### src/rtl/shift_seq_ctrl.sv
// Frames a serial bit stream into WIDTH-bit words, LSB first, presented on a valid/ready handshake.
// Latency: the word is valid the cycle after the final qualified bit (data bit, or parity bit with SHIFT_SEQ_PARITY_EN).
// Backpressure: dout holds until dout_ready; start requests while busy are dropped and flagged on sticky oflow.
module shift_seq_ctrl #(
  parameter int WIDTH = 8,
  parameter int CNT_W = 4
) (
  input  logic             clk,
  input  logic             clr_n,
  input  logic             start,
  input  logic             din,
  input  logic             din_valid,
  input  logic             dout_ready,
  input  logic             oflow_clr,
  output logic             busy,
  output logic             shift_en,
  output logic [CNT_W-1:0] bit_cnt,
  output logic [WIDTH-1:0] dout,
  output logic             dout_valid,
  output logic             oflow,
  output logic             perr
);

  typedef enum logic [1:0] {
    IDLE   = 2'd0,
    SHIFT  = 2'd1,
    PARITY = 2'd2,
    DONE   = 2'd3
  } state_t;

  localparam logic [CNT_W-1:0] LAST_CNT = CNT_W'(WIDTH - 1);

  state_t           state;
  state_t           state_nxt;
  logic [WIDTH-1:0] word_nxt;
  logic             last_bit;
  logic             handshake;

`ifdef SHIFT_SEQ_PARITY_EN
  // The full word is held in sreg while the parity bit is awaited.
  logic [WIDTH-1:0] sreg;
  assign word_nxt = {din, sreg[WIDTH-1:1]};
`else
  // The newest bit comes straight from din, so only WIDTH-1 bits need storing.
  logic [WIDTH-2:0] sreg;
  assign word_nxt = {din, sreg};
`endif

  assign last_bit  = (state == SHIFT) && din_valid && (bit_cnt == LAST_CNT);
  assign handshake = dout_valid && dout_ready;
  assign busy      = (state != IDLE);
  assign shift_en  = (state == SHIFT) && din_valid;

  // State register.
  always_ff @(posedge clk or negedge clr_n) begin
    if (!clr_n) begin
      state <= IDLE;
    end else begin
      state <= state_nxt;
    end
  end

  // Next-state logic: arm on start, count bits, optional parity bit, wait for handshake.
  always_comb begin
    state_nxt = state;
    case (state)
      IDLE: begin
        if (start) state_nxt = SHIFT;
      end
      SHIFT: begin
`ifdef SHIFT_SEQ_PARITY_EN
        if (last_bit) state_nxt = PARITY;
`else
        if (last_bit) state_nxt = DONE;
`endif
      end
`ifdef SHIFT_SEQ_PARITY_EN
      PARITY: begin
        if (din_valid) state_nxt = DONE;
      end
`endif
      DONE: begin
        if (handshake) state_nxt = IDLE;
      end
      default: state_nxt = IDLE;
    endcase
  end

  // Shift register, bit counter and output word; a reset discards any partial frame.
  always_ff @(posedge clk or negedge clr_n) begin
    if (!clr_n) begin
      sreg       <= '0;
      bit_cnt    <= '0;
      dout       <= '0;
      dout_valid <= 1'b0;
    end else begin
      case (state)
        IDLE: begin
          if (start) begin
            sreg    <= '0;
            bit_cnt <= '0;
          end
        end
        SHIFT: begin
          if (din_valid) begin
`ifdef SHIFT_SEQ_PARITY_EN
            sreg <= word_nxt;
`else
            sreg <= word_nxt[WIDTH-1:1];
            if (last_bit) begin
              dout       <= word_nxt;
              dout_valid <= 1'b1;
            end
`endif
            bit_cnt <= bit_cnt + CNT_W'(1);
          end
        end
`ifdef SHIFT_SEQ_PARITY_EN
        PARITY: begin
          if (din_valid) begin
            dout       <= sreg;
            dout_valid <= 1'b1;
          end
        end
`endif
        DONE: begin
          if (handshake) begin
            dout_valid <= 1'b0;
            bit_cnt    <= '0;
          end
        end
        default: ;
      endcase
    end
  end

`ifdef SHIFT_SEQ_PARITY_EN
  // Even-parity check, loaded with dout and dropped on handshake.
  always_ff @(posedge clk or negedge clr_n) begin
    if (!clr_n) begin
      perr <= 1'b0;
    end else if ((state == PARITY) && din_valid) begin
      perr <= (^sreg) ^ din;
    end else if ((state == DONE) && handshake) begin
      perr <= 1'b0;
    end
  end
`else
  assign perr = 1'b0;
`endif

  // Sticky lost-start flag; a new loss outranks a same-cycle clear.
  always_ff @(posedge clk or negedge clr_n) begin
    if (!clr_n) begin
      oflow <= 1'b0;
    end else if (start && (state != IDLE)) begin
      oflow <= 1'b1;
    end else if (oflow_clr) begin
      oflow <= 1'b0;
    end
  end

endmodule

### config.mk
export PLATFORM = sky130hd
export DESIGN_NAME = shift_seq_ctrl
export DESIGN_NICKNAME = d
export VERILOG_FILES = /design/src/rtl/shift_seq_ctrl.sv
export SDC_FILE = /design/constraint.sdc
export NUM_CORES = 1
export LEC_CHECK = 0
export ABC_AREA = 1
export CAP_MARGIN = 20
export CORE_AREA = 8 8 52 54
export CTS_BUF_LIST = sky130_fd_sc_hd__clkbuf_4 sky130_fd_sc_hd__clkbuf_8 sky130_fd_sc_hd__clkbuf_16
export DETAILED_ROUTE_END_ITERATION = 12
export DIE_AREA = 0 0 60 62
export DONT_BUFFER_PORTS = 1
export GPL_ROUTABILITY_DRIVEN = 1
export GPL_TIMING_DRIVEN = 0
export PLACE_DENSITY = 0.71
export SYNTH_ARGS = -nofsm -noshare
export SYNTH_HDL_FRONTEND = slang
export SYNTH_SLANG_ARGS = --single-unit
### constraint.sdc
create_clock -name clk -period 2.55 [get_ports clk]
set_input_delay 0.1275 -clock clk [delete_from_list [all_inputs] [get_ports clk]]
set_output_delay 0.1275 -clock clk [all_outputs]
set_load 0.005 [all_outputs]
==> flow_metrics.env <==
export IMPL_status="complete, no violations"
export IMPL_dr_pass1_iters=4
export IMPL_finalCoreUtilization_pct=62.24
export IMPL_cp_slowest_cell="dfrtp_1"
export IMPL_syn_area_um2=1057
export IMPL_dr_total_vias=763
export IMPL_wl_met1_um=877
export IMPL_yosysWarnings=0
export IMPL_worstSetupEndpointType="flop"
export IMPL_io_buffers=0
export IMPL_dp_cells=144
export IMPL_p_switching_mw=0.5219
export IMPL_r2r_start="bit_cnt[1]"
export IMPL_rsz0062_at_grt="false"
export IMPL_maxSlewViolCount=0
export IMPL_route_met2_wl_um=971
export IMPL_post_cts_buffers=0
export IMPL_fin_nets=136
export IMPL_yosys_top_cells_count="28 x nand2_1, 23 x dfrtp_1, 15 x inv_1, 12 x nand3_1"
export IMPL_tritoncts_num_buffers=3
export IMPL_core_rowCount=16
export IMPL_cp_arrival_ns=1.70
export IMPL_fmax_mhz=676.1
export IMPL_die_area_um2=3720
export IMPL_htree_num_levels=1
export IMPL_cts_buffer_depth=2
export IMPL_hold_buffers=5
export IMPL_fin_setup_tns_ns=0
export IMPL_die_w_um=60
export IMPL_overflow=0
export IMPL_intPower_mw=0.7533
export IMPL_path_clk_slew_ns=0.12
export IMPL_initial_utilization_pct=55.59
export IMPL_syn_inst=117
export IMPL_highest_layer="met4"
export IMPL_setup_viol=0
export IMPL_drive_gt1_share_pct=17.32
export IMPL_vias_per_cell=4.955
export IMPL_maxCapViolCount=0
export IMPL_irDropWorstVdd_uv=557.4
export IMPL_synth_top_area_share_pct=54.44
export IMPL_async_flop_share_pct=100.0
export IMPL_hold_depth=3
export IMPL_swShare_pct=40.93
export IMPL_p_per_area_nw_per_um2=1077
export IMPL_grt_max_degree=24
export IMPL_ys_seq_elements=23
export IMPL_drt_iter0_markers=38
export IMPL_grt_pass1_vias=721
export IMPL_root_buffer="clkbuf_4"
export IMPL_worst_path_max_fanout=10
export IMPL_seqPwrFrac_pct=50.0
export IMPL_p_clk_share_pct=13.0
export IMPL_antenna_cells=0
export IMPL_cts_sinks=23
export IMPL_synth_fp_nets=125
export IMPL_critPathKind="flop to flop"
export IMPL_area_delta_synth_final_pct=11.95
export IMPL_comb_power_share_pct=37.0
export IMPL_leakage_nw=0.5961
export IMPL_worst_pin_slew_ns=0.5283
export IMPL_post_route_period_util_pct=58.00
export IMPL_seq_area_frac_synth_pct=54.44
export IMPL_clock_latency_ns=0.31
export IMPL_yosys_top_cells_area="dfrtp_1 54%, nand2_1 9.9%, o21ai_2 5.8%, nand3_1 5.7%, inv_1 5.3%"
export IMPL_antenna_found_initial=0
export IMPL_cp_common_cell="nand2_1"
export IMPL_die_y_um=62
export IMPL_critPathLaunch="bit_cnt[1]"
export IMPL_synthFlopType="dfrtp_1"
export IMPL_drc=0
export IMPL_required_ns=2.77
export IMPL_post_cts_resized=0
export IMPL_slew_headroom_pct=64.66
export IMPL_min_from="dout_ready"
export IMPL_pre_cts_ws_ns=1.076
export IMPL_final_hold_viol_count=0
export IMPL_core_um2=1902
export IMPL_num_io_pins=24
export IMPL_skew_ns=0.006374
export IMPL_wl_met3_um=157
export IMPL_grt_usage_pct=12.47
export IMPL_antenna_left=0
export IMPL_synth_edf_count=0
export IMPL_cpPeakStageDelay_ns=0.46
export IMPL_min_path_type="input port to flop"
export IMPL_fin_crit_ns=1.479
export IMPL_path_cells="ha_1 > nand2_1 > nor2_1 > nand2_2 > buf_6 > nand2_1 > nand2_1"
export IMPL_gp_congestion=0.8024
export IMPL_instances_no_fill=154
export IMPL_setup_slack_ns=1.071
export IMPL_tritoncts="done"
export IMPL_synth_avg_cell_area_um2=9.036
export IMPL_wl_per_cell_um=13.29
export IMPL_totalWireLength_um=2046
export IMPL_worstRegToRegCells=7
export IMPL_synth_most_common_cell="nand2_1"
export IMPL_post_dp_hpwl_um=1473
export IMPL_setup_worst_path_start_class="flop"
export IMPL_grt_pass1_wl_um=3374
export IMPL_synth_cell_types=20
export IMPL_synth_top_area_cell="dfrtp_1"
[sequential cells by signal, summed over array words and instances (netlist names)]
name,count
dout,8
sreg,7
bit_cnt,4
state,2
dout_valid,1
oflow,1
[stage by stage]
stage	total power [mW]	cell area [um^2]	hold slack (ns)
2_1_floorplan	0.9976	1057	-0.1681
3_3_place_gp	1.087	1091	-0.1674
6_report	1.275	1184	0.05741
5_1_grt	1.404	1184	0.06255
4_1_cts	1.289	1169	0.05292
3_5_place_dp	1.106	1091	-0.1673
[power by group through the flow]
stage               clock, mW  sequential, mW  combinational (mW)
finish                  0.165           0.638               0.472
global route            0.190           0.662               0.552
CTS                     0.170           0.642               0.478
detailed placement          0           0.650               0.456
global placement            0           0.646               0.441
floorplan                   0           0.614               0.384
[routing by layer]
metal	track usage [%]	vias up
li1	-	387
met1	13.62	351
met2	20.46	20
met3	4.733	5
met4	7.143	0
met5	0	-
[layout make-up]
type | instances | area, um^2
Buffer | 4 | 37.54
Clock buffer | 3 | 22.52
Clock inverter | 1 | 5.005
Fill cell | 152 | 718.2
Inverter | 17 | 63.81
Multi-Input combinational cell | 73 | 380.4
Sequential cell | 23 | 575.6
Tap cell | 27 | 33.78
Timing Repair Buffer | 6 | 65.06
[worst paths after layout]
kind / endpoint / slack, ns
worst max-delay path: dout[7] / 1.07
worst min-delay path: state[1] / 0.06
worst max register to register: dout[7] / 1.07
worst min register to register: state[0] / 0.52
max in group asynchronous: sreg[1] / 1.87
min in group asynchronous: bit_cnt[0] / 0.22
[placed cells by master (no fill, tap or decap)]
master and count:
o21ai_2 7, nand2_2 2, ha_1 1, nand3_1 12
nand2_4 1, o21ai_1 4, buf_6 2, nand4_1 1
buf_8 1, nand3b_1 1, inv_1 15, inv_2 2
nor2_1 5, dlygate4sd3_1 5, clkbuf_4 3, dfrtp_1 23
nor2_4 1, o21ai_0 7, conb_1 1, a21oi_1 1
buf_4 2, nand2_1 28, mux2i_1 1, clkinv_2 1
[worst max-delay path, delay by kind of cell, from the launching register on]
family,cells,cell delay (ns)
adders and majority gates,1,0.20
buffers and inverters,1,0.20
DFF,1,0.46
and+or+nand+nor,5,0.53
[cells by family after synthesis]
kind of cell / count (synthesis) / share of synthesized area (%)
simple gates: 51 / 22.01
flops: 23 / 54.44
buf+inv: 21 / 9.585
compound gates: 19 / 11.48
mux: 1 / 0.9468
fa+ha+maj: 1 / 1.183
other cells: 1 / 0.3547
(Power assumes the default switching activity.)
